<file path="config.mk">
export PLATFORM = sky130hd
export DESIGN_NAME = pim_conv_sequencer_flat
export DESIGN_NICKNAME = d
export VERILOG_FILES = /design/src/rtl/pim_seq_pkg.sv /design/src/rtl/pim_conv_sequencer_if.sv /design/src/rtl/pim_slice_accum.sv /design/src/rtl/pim_conv_sequencer.sv /design/src/flat_wrapper.sv
export SDC_FILE = /design/constraint.sdc
export NUM_CORES = 1
export LEC_CHECK = 0
export ABC_AREA = 1
export BUFFER_PORTS_ARGS = -buffer_cell sky130_fd_sc_hd__clkbuf_2
export CAP_MARGIN = 20
export CORE_ASPECT_RATIO = 1.75
export CORE_MARGIN = 5
export CORE_UTILIZATION = 55
export DETAILED_ROUTE_END_ITERATION = 16
export MAX_ROUTING_LAYER = met4
export PLACE_DENSITY = 0.79
export SLEW_MARGIN = 15
export SYNTH_ARGS = -nofsm -noshare
export SYNTH_HDL_FRONTEND = slang
export SYNTH_HIERARCHICAL = 1
export SYNTH_SLANG_ARGS = --single-unit
</file>
<file path="constraint.sdc">
create_clock -name clk -period 4.1 [get_ports clk]
set_clock_uncertainty 0.05 [all_clocks]
set_input_delay 0.615 -clock clk [delete_from_list [all_inputs] [get_ports clk]]
set_output_delay 0.615 -clock clk [all_outputs]
set_load 0.005 [all_outputs]
</file>
<file path="src/rtl/pim_seq_pkg.sv">
// pim_seq_pkg: shared types and constants for the PIM conv sequencer
//   state_e     : sequencer FSM states
//   plane_sum() : combines the two weight-plane ADC results of one slice
package pim_seq_pkg;
    localparam int ADDR_W      = 5;
    localparam int ADC_P       = 6;
    localparam int SLICE_W     = 3;
    localparam int OUT_W       = 18;
    localparam int SHIFT_PLANE = 3;
    localparam int SHIFT_SLICE = 3;

    typedef enum logic [2:0] {
        IDLE,
        ISSUE_HI,
        WAIT_HI,
        ISSUE_LO,
        WAIT_LO,
        OUTPUT
    } state_e;

    function automatic logic [OUT_W-1:0] plane_sum(input logic [ADC_P-1:0] h, input logic [ADC_P-1:0] l);
        return (OUT_W'(h) << SHIFT_PLANE) + OUT_W'(l);
    endfunction
endpackage

</file>
<file path="src/rtl/pim_conv_sequencer_if.sv">
// pim_conv_sequencer_if: job, crossbar/ADC and result buses of the conv sequencer
//   job_*  : job offer from the layer scheduler (valid/ready)
//   pim_*  : crossbar compute strobe, address and input slice
//   adc_*  : weight-high / weight-low plane ADC results
//   out_*  : result stream to the consumer (valid/ready), busy flag
//   master : sequencer side, slave : environment side
interface pim_conv_sequencer_if;
    import pim_seq_pkg::*;
    logic                 job_valid;
    logic                 job_ready;
    logic [2*SLICE_W-1:0] job_data;
    logic [ADDR_W-1:0]    job_first_addr;
    logic [ADDR_W:0]      job_num_addr;
    logic                 pim_en;
    logic [ADDR_W-1:0]    pim_addr;
    logic [SLICE_W-1:0]   pim_feature;
    logic [ADC_P-1:0]     adc_h;
    logic [ADC_P-1:0]     adc_l;
    logic                 out_valid;
    logic                 out_ready;
    logic [OUT_W-1:0]     out_data;
    logic [ADDR_W-1:0]    out_addr;
    logic                 out_last;
    logic                 busy;

    modport master (
        input  job_valid, job_data, job_first_addr, job_num_addr, adc_h, adc_l, out_ready,
        output job_ready, pim_en, pim_addr, pim_feature, out_valid, out_data, out_addr, out_last, busy
    );

    modport slave (
        output job_valid, job_data, job_first_addr, job_num_addr, adc_h, adc_l, out_ready,
        input  job_ready, pim_en, pim_addr, pim_feature, out_valid, out_data, out_addr, out_last, busy
    );
endinterface

</file>
<file path="src/rtl/pim_slice_accum.sv">
// pim_slice_accum: clear/add-shifted accumulator for the two input slices
//   clr      : zero the sum (start of an address)
//   add_en   : add the plane-combined ADC term this cycle
//   slice_hi : term belongs to the high input slice, shift it up one slice
//   sum      : accumulated result
module pim_slice_accum
    import pim_seq_pkg::*;
(
    input  logic             clk,
    input  logic             rst_n,
    input  logic             clr,
    input  logic             add_en,
    input  logic             slice_hi,
    input  logic [ADC_P-1:0] adc_h,
    input  logic [ADC_P-1:0] adc_l,
    output logic [OUT_W-1:0] sum
);
    logic [OUT_W-1:0] acc_q, acc_d, term;

    always_comb begin
        term  = slice_hi ? plane_sum(adc_h, adc_l) << SHIFT_SLICE : plane_sum(adc_h, adc_l);
        acc_d = clr ? '0 : add_en ? acc_q + term : acc_q;
    end

    always_ff @(posedge clk or negedge rst_n)
        if (!rst_n) acc_q <= '0;
        else        acc_q <= acc_d;

    assign sum = acc_q;
endmodule

</file>
<file path="src/rtl/pim_conv_sequencer.sv">
// pim_conv_sequencer: job-level controller for one bit-sliced PIM conv crossbar
//   clk, rst_n : clock, asynchronous active-low reset
//   bus        : job input, crossbar issue, ADC return and result stream
//   Per address: issue high slice, wait ADC_LAT, issue low slice, wait
//   ADC_LAT, then present the shift-added result until accepted.
module pim_conv_sequencer
    import pim_seq_pkg::*;
#(
    parameter int ADC_LAT = 2
) (
    input  logic clk,
    input  logic rst_n,
    pim_conv_sequencer_if.master bus
);
    localparam int WCW = (ADC_LAT > 1) ? $clog2(ADC_LAT) : 1;
    localparam int DW  = 2 * SLICE_W;

    state_e             state_q, state_d;
    logic [DW-1:0]      data_q, data_d;
    logic [ADDR_W-1:0]  first_q, first_d, pim_addr_q, pim_addr_d;
    logic [ADDR_W:0]    count_q, count_d, idx_q, idx_d;
    logic [WCW-1:0]     wcnt_q, wcnt_d;
    logic [SLICE_W-1:0] pim_feat_q, pim_feat_d;
    logic               accept, waiting, wait_done, issue, last, fire;
    logic [OUT_W-1:0]   acc;

    assign accept    = (state_q == IDLE) && bus.job_valid;
    assign waiting   = (state_q == WAIT_HI) || (state_q == WAIT_LO);
    // ADC results are valid in the ADC_LAT-th cycle after the issue cycle
    assign wait_done = waiting && (wcnt_q == WCW'(ADC_LAT - 1));
    assign issue     = (state_q == ISSUE_HI) || (state_q == ISSUE_LO);
    assign last      = (idx_q + (ADDR_W+1)'(1)) == count_q;
    assign fire      = (state_q == OUTPUT) && bus.out_ready;

    always_ff @(posedge clk or negedge rst_n)
        if (!rst_n) state_q <= IDLE;
        else        state_q <= state_d;

    always_comb begin
        state_d = state_q;
        case (state_q)
            IDLE:     if (accept && bus.job_num_addr != '0) state_d = ISSUE_HI;
            ISSUE_HI: state_d = WAIT_HI;
            WAIT_HI:  if (wait_done) state_d = ISSUE_LO;
            ISSUE_LO: state_d = WAIT_LO;
            WAIT_LO:  if (wait_done) state_d = OUTPUT;
            OUTPUT:   if (fire) state_d = last ? IDLE : ISSUE_HI;
            default:  state_d = IDLE;
        endcase
    end

    always_comb begin
        data_d     = accept ? bus.job_data : data_q;
        first_d    = accept ? bus.job_first_addr : first_q;
        count_d    = accept ? bus.job_num_addr : count_q;
        idx_d      = accept ? '0 : fire ? idx_q + (ADDR_W+1)'(1) : idx_q;
        wcnt_d     = (waiting && !wait_done) ? wcnt_q + WCW'(1) : '0;
        // address wraps modulo 2^ADDR_W; crossbar bus holds between issues
        pim_addr_d = issue ? first_q + idx_q[ADDR_W-1:0] : pim_addr_q;
        pim_feat_d = (state_q == ISSUE_HI) ? data_q[DW-1:SLICE_W] :
                     (state_q == ISSUE_LO) ? data_q[SLICE_W-1:0] : pim_feat_q;
    end

    always_ff @(posedge clk or negedge rst_n)
        if (!rst_n) begin
            data_q     <= '0;
            first_q    <= '0;
            count_q    <= '0;
            idx_q      <= '0;
            wcnt_q     <= '0;
            pim_addr_q <= '0;
            pim_feat_q <= '0;
        end else begin
            data_q     <= data_d;
            first_q    <= first_d;
            count_q    <= count_d;
            idx_q      <= idx_d;
            wcnt_q     <= wcnt_d;
            pim_addr_q <= pim_addr_d;
            pim_feat_q <= pim_feat_d;
        end

    pim_slice_accum u_accum (
        .clk      (clk),
        .rst_n    (rst_n),
        .clr      (state_q == ISSUE_HI),
        .add_en   (wait_done),
        .slice_hi (state_q == WAIT_HI),
        .adc_h    (bus.adc_h),
        .adc_l    (bus.adc_l),
        .sum      (acc)
    );

    always_comb begin
        bus.job_ready   = state_q == IDLE;
        bus.busy        = state_q != IDLE;
        bus.pim_en      = issue;
        bus.pim_addr    = pim_addr_d;
        bus.pim_feature = pim_feat_d;
        bus.out_valid   = state_q == OUTPUT;
        bus.out_data    = acc;
        bus.out_addr    = first_q + idx_q[ADDR_W-1:0];
        bus.out_last    = (state_q == OUTPUT) && last;
    end
endmodule

</file>
<file path="src/flat_wrapper.sv">
// flat-port wrapper written by rule: the top's interface ports become plain ports
module pim_conv_sequencer_flat import pim_seq_pkg::*;
#(
    parameter int ADC_LAT = 2
)
  (clk, rst_n, bus_job_valid, bus_job_data, bus_job_first_addr, bus_job_num_addr, bus_adc_h, bus_adc_l, bus_out_ready, bus_job_ready, bus_pim_en, bus_pim_addr, bus_pim_feature, bus_out_valid, bus_out_data, bus_out_addr, bus_out_last, bus_busy);
  pim_conv_sequencer_if bus_i ();
  input  logic clk;
  input  logic rst_n;
  input wire logic [$bits(bus_i.job_valid)-1:0] bus_job_valid;
  input wire logic [$bits(bus_i.job_data)-1:0] bus_job_data;
  input wire logic [$bits(bus_i.job_first_addr)-1:0] bus_job_first_addr;
  input wire logic [$bits(bus_i.job_num_addr)-1:0] bus_job_num_addr;
  input wire logic [$bits(bus_i.adc_h)-1:0] bus_adc_h;
  input wire logic [$bits(bus_i.adc_l)-1:0] bus_adc_l;
  input wire logic [$bits(bus_i.out_ready)-1:0] bus_out_ready;
  output wire logic [$bits(bus_i.job_ready)-1:0] bus_job_ready;
  output wire logic [$bits(bus_i.pim_en)-1:0] bus_pim_en;
  output wire logic [$bits(bus_i.pim_addr)-1:0] bus_pim_addr;
  output wire logic [$bits(bus_i.pim_feature)-1:0] bus_pim_feature;
  output wire logic [$bits(bus_i.out_valid)-1:0] bus_out_valid;
  output wire logic [$bits(bus_i.out_data)-1:0] bus_out_data;
  output wire logic [$bits(bus_i.out_addr)-1:0] bus_out_addr;
  output wire logic [$bits(bus_i.out_last)-1:0] bus_out_last;
  output wire logic [$bits(bus_i.busy)-1:0] bus_busy;
  assign bus_i.job_valid = bus_job_valid;
  assign bus_i.job_data = bus_job_data;
  assign bus_i.job_first_addr = bus_job_first_addr;
  assign bus_i.job_num_addr = bus_job_num_addr;
  assign bus_i.adc_h = bus_adc_h;
  assign bus_i.adc_l = bus_adc_l;
  assign bus_i.out_ready = bus_out_ready;
  assign bus_job_ready = bus_i.job_ready;
  assign bus_pim_en = bus_i.pim_en;
  assign bus_pim_addr = bus_i.pim_addr;
  assign bus_pim_feature = bus_i.pim_feature;
  assign bus_out_valid = bus_i.out_valid;
  assign bus_out_data = bus_i.out_data;
  assign bus_out_addr = bus_i.out_addr;
  assign bus_out_last = bus_i.out_last;
  assign bus_busy = bus_i.busy;
  pim_conv_sequencer #(.ADC_LAT(ADC_LAT)) u_core (.clk(clk), .rst_n(rst_n), .bus(bus_i));
endmodule
</file>
Yosys cells after proc, flatten, opt, wreduce, memory -nomap -nowiden
Cells that the tools add are included.
{"block": "op_classes", "add_sub_neg": 5, "n_eq_ne": 10, "mux": 15, "reduce_logical": 15}
{"operator": "$mux W18", "n": 2}
{"operator": "$add A18 B13 Y18", "n": 1}
{"operator": "$mux W3", "n": 6}
{"operator": "$pmux W3 S6", "n": 1}
{"operator": "$mux W13", "n": 1}
{"operator": "$mux W6", "n": 2}
{"operator": "$add A9 B6 Y10", "n": 1}
{"operator": "$add A6 B1 Y6 const B", "n": 1}
{"operator": "$eq A3 B2 Y1 const B", "n": 2}
{"operator": "$eq A3 B3 Y1 const B", "n": 2}
{"operator": "$eq A6 B6 Y1", "n": 1}
{"operator": "$logic_and A1 B1 Y1", "n": 6}
{"operator": "$reduce_bool A6 Y1", "n": 1}
{"operator": "$add A5 B5 Y5", "n": 1}
{"operator": "$mux W5", "n": 1}
{"operator": "$ne A2 B1 Y1 const B", "n": 2}
{"operator": "$ne A2 B2 Y1 const B", "n": 2}
{"operator": "$reduce_and A4 Y1", "n": 1}
{"operator": "$reduce_bool A2 Y1", "n": 2}
{"operator": "$eq A3 B1 Y1 const B", "n": 1}
{"operator": "$logic_not A3 Y1", "n": 1}
{"operator": "$reduce_bool A3 Y1", "n": 1}
{"operator": "$logic_or A1 B1 Y1", "n": 2}
{"operator": "$mux W1", "n": 2}
{"operator": "2 further kinds", "n": 2}
{"block": "totals", "reg_bits": 53, "in_bits": 33, "out_inout_bits": 36, "wordCells": 54}

Logic depth before layout (Yosys ltp)
{"block": "logic_depth", "depth_word": 6, "depth_mapped": 17, "depth_no_buf": 16}

Cells and area by module
Netlist, hierarchy kept.
{"mod": "pim_conv_sequencer", "instances": 1, "cells_each": 217, "area_each_um2": 1850.5, "seq_area_each_um2": 875.8}
{"mod": "pim_slice_accum", "instances": 1, "cells_each": 275, "area_each_um2": 1767.9, "seq_area_each_um2": 450.4}

Least setup slack after synthesis
Ideal clock, no wire load.
{"block": "synth_timing", "path_type": "input port to flip-flop", "start": "input bus_adc_h[0]", "end": "register u_core.u_accum.acc_q[13] (netlist: u_core/u_accum/sum[13])", "setup_ns": 0.119, "arrival_ns": 2.617, "required_time_ns": 3.931, "slack_ns": 1.313, "stages": 15, "n_path_buf": 0, "path_cell_list": "ha_1 -> fa_1 -> nand2_1 -> a21oi_1 -> xnor2_1 -> o21ai_0 -> ha_1 -> nand2_1 -> inv_1 -> nand2_1 -> nand2_1 -> a21oi_1 -> nand2_2 -> a21oi_1 -> nor2_1"}
{"block": "synth_between", "elab_chain_cells": 5}
{"item": "start: declaration", "line_no": "flat_wrapper.sv:14", "source": "input wire logic [$bits(bus_i.adc_h)-1:0] bus_adc_h;"}
{"item": "$add A9 B6 Y10", "line_no": "pim_seq_pkg.sv:22", "source": "return (OUT_W'(h) << SHIFT_PLANE) + OUT_W'(l);"}
{"item": "$mux W13", "line_no": "pim_slice_accum.sv:21", "source": "term = slice_hi ? plane_sum(adc_h, adc_l) << SHIFT_SLICE : plane_sum(adc_h, adc_l);"}
{"item": "$add A18 B13 Y18", "line_no": "pim_slice_accum.sv:22", "source": "acc_d = clr ? '0 : add_en ? acc_q + term : acc_q;"}
{"item": "$mux W18 (2 in series)", "line_no": "pim_slice_accum.sv:22"}
{"item": "end signal: assignment", "line_no": "pim_slice_accum.sv:26", "source": "if (!rst_n) acc_q <= '0;"}
{"item": "end signal: assignment", "line_no": "pim_slice_accum.sv:27", "source": "else acc_q <= acc_d;"}
{"item": "end: declaration", "line_no": "pim_slice_accum.sv:18", "source": "logic [OUT_W-1:0] acc_q, acc_d, term;"}
No other way between the ends. The select of a mux whose other input is x is not followed.
A chain may end at the register's enable or synchronous reset.

Worst setup path after layout
{"block": "layout_timing", "start": "register u_core.state_q[1]", "end": "register u_core.u_accum.acc_q[17] (netlist: u_core/u_accum/sum[17])"}
{"block": "layout_between", "elab_chain_cells": 5, "word_cells_on_any_way": 10, "cone_classes": "add/sub: 1; eq/ne: 3; mux: 3; reduce/logical: 3"}
{"item": "start: declaration", "line_no": "pim_conv_sequencer.sv:18", "source": "state_e state_q, state_d;"}
{"item": "start signal: assignment", "line_no": "pim_conv_sequencer.sv:37", "source": "else state_q <= state_d;"}
{"item": "$eq A3 B2 Y1", "line_no": "pim_conv_sequencer.sv:28, pim_conv_sequencer.sv:88"}
{"item": "$mux W13", "line_no": "pim_slice_accum.sv:21"}
{"item": "$add A18 B13 Y18", "line_no": "pim_slice_accum.sv:22"}
{"item": "$mux W18 (2 in series)", "line_no": "pim_slice_accum.sv:22"}
Parallel ways exist; a longest one is shown, timed or not. The select of a mux whose other input is x is not followed.

==> run metrics <==
Post-synth EDFFs=0; post-layout net count=620; # H-tree levels=2; warnings from Yosys=6; 1st-iter DRT viols=163; Slew Viols, Final=0; commonest cells after routing, fill and taps aside=161 x nand2_1, 68 x clkbuf_2, 64 x inv_1; status=finished, final reports clean; IO Pins=69; critical path's top delay family=simple AND/OR/NAND/NOR gates; sequential share of the synthesized area=36.7%; Clock Sinks=53; final worst path period share=70.8%; vias per cell=5.33; Die Height=117 µm; slowest stage delay, CP=500 ps; Global Route met3 Usage=2.91%; Fin Hold WS=271 ps; CTS Buf Count=5; fill count=575; Synth Net Count=550; first-pass GRT wire length=14,800 µm; worst hold path class=primary input to async pin; most common cell after layout, fill and taps aside=nand2_1; CTS tree=done; Worst IR Drop VDD=0.000423 V; final hold violations=0; number of global-route vias before repair=3,559; CP Capture Type=flip-flop; fin crit period=2900 ps; cell area after synthesis=3620 µm²; top_reg_cell synth=dfrtp_1; Initial Utilization=55.8%; Clk pin slew, worst setup/hold paths=70 ps; Max-cap violations=0; Total GRT Usage=22.1%; post-route ant nets=0; TritonRoute pass-1 iters=4; Worst Max-Slew Pin Slew=594 ps; Synth Instances=492; Post-CTS Setup Bufs=0; CP Cell Sequence=nand3_1 > inv_1 > clkinv_1 > nand3_1 > o21ai_0 > ha_1 > nand2_1 > nor2_1 > and2_1 > nand2_1 > nand2_2 > nand3_1 > nand2_1 > nor2_1; setup TNS=0 ps; area post-placement=4030 µm²; mean post-synth cell area=7.35 µm²; routability cong.=0.916; die area=8370 µm²; FF/Latch Area=1330 µm²; vias=3,434; CP max FO=10; CTS Buffer Depth=2; RSZ-0062 raised after global routing=no; number of antenna violations at the first check in global routing=0; Die Span X=71.3 µm; Tot Pwr=3.02 mW; wire per inst=13.3 µm; area of the multi-input gates=2000 µm²; Setup crit start kind=flip-flop; count of final setup violators=0; Synth Register Bits=53; drt total wl=8560 µm; M1 GR Usage=21.1%; Worst Path Required=4230 ps; Clock Latency Late Sink=290 ps; HPWL Detailed=6920 µm; PortBufs=68; layer with the highest usage=met2; largest net degree at the start of global routing=33; row count=39; Max-slew headroom=60.3%; detailed-route DRC error count=0; Final Cell Area=4180 µm²; static leakage=2.36 nW; synth unique cells=38; WP buf/inv=2; CTS resizes=0; Synth async-reset ratio=100%; layout cells sized above 1=18.7%; critical path type=flip-flop to flip-flop; CTS Hold Bufs=0; Layout area overhead=15.4%; core area=6490 µm²; GR Layer Usage met2=40.9%; antenna cells=0; Clk Tree Root Cell=clkbuf_16; Highest Clock Rate=344 MHz; remaining global-route overflow=0; worst endpoint data arrival time=3040 ps; pwr dens=722 nW/µm²; Worst path slowest cell=dfrtp_1
-- Yosys cell counts (all sizes together) (2+ instances only) --
cell type  count  area, µm²
o22ai          6       37.5
mux2          10        128
o21ai         19       95.1
nand4          6       37.5
buf            5       31.3
xor2           5       43.8
xnor2          5       43.8
nand3b         3       26.3
nor2          46        195
fa             3       60.1
inv           68        255
or2            2       12.5
and2           2       12.5
dfrtp         53       1330
nor3           3       26.3
nand2        165        634
a21oi         24        120
ha            22        275
nand3         37        195
-- state kept, by name (all words and copies together), names as in the netlist --
name,flops
u_core/first_q,5
u_core/state_q,3
u_core/pim_feat_q,3
u_core/u_accum/sum,18
u_core/count_q,6
u_core/data_q,6
u_core/idx_q,6
u_core/wcnt_q,1
u_core/pim_addr_q,5
-- metal layers --
metal | vias up | routed length [µm]
met5 | - | 0
met4 | 0 | 303
met3 | 26 | 342
met2 | 94 | 4790
met1 | 1602 | 3130
li1 | 1712 | -
-- layout make-up --
class | instances | area share, %
clock buffer | 7 | 3.42
inverter | 69 | 6.20
multi-input combinational | 364 | 47.8
sequential | 53 | 31.8
tap | 82 | 2.46
timing repair buffer | 69 | 8.33
-- cells by family (layout without fill, tap and decap cells) --
kind of cell	after synthesis	in the layout	share of synthesized area [%]
AO/OA/AOI/OAI	53	53	7.88
multiplexers	11	11	3.80
flip-flops	53	53	36.7
adder cells (fa/ha/maj)	25	25	9.27
AND/OR/NAND/NOR	265	265	31.8
XOR/XNOR	10	10	2.42
buffers and inverters	75	145	8.13
-- worst paths after layout --
check | start | cells past startpoint | slack [ps] | to
max | u_core/state_q[1] | 14 | 1200 | u_core/u_accum/sum[17]
min | rst_n | 1 | 270 | u_core/u_accum/sum[8]
max reg2reg | u_core/state_q[1] | 14 | 1200 | u_core/u_accum/sum[17]
min reg2reg | u_core/pim_addr_q[0] | 2 | 440 | u_core/pim_addr_q[0]
max in group asynchronous | rst_n | 2 | 2900 | u_core/data_q[4]
min in group clk | u_core/pim_addr_q[0] | 2 | 440 | u_core/pim_addr_q[0]
-- through the flow --
step	util [%]	instances	setup slack (ps)
detailed placement	62.2	637	1000
floorplan	-	492	1310
global route	64.4	644	858
global placement	62.2	637	1090
finish	64.4	644	1200
CTS	64.4	644	1190
-- power by group --
part | total, mW | internal, mW | switching, mW
logic | 1.70 | 0.673 | 1.03
clock network | 0.415 | 0.240 | 0.175
registers | 0.899 | 0.738 | 0.161
(Power assumes the default switching activity.)
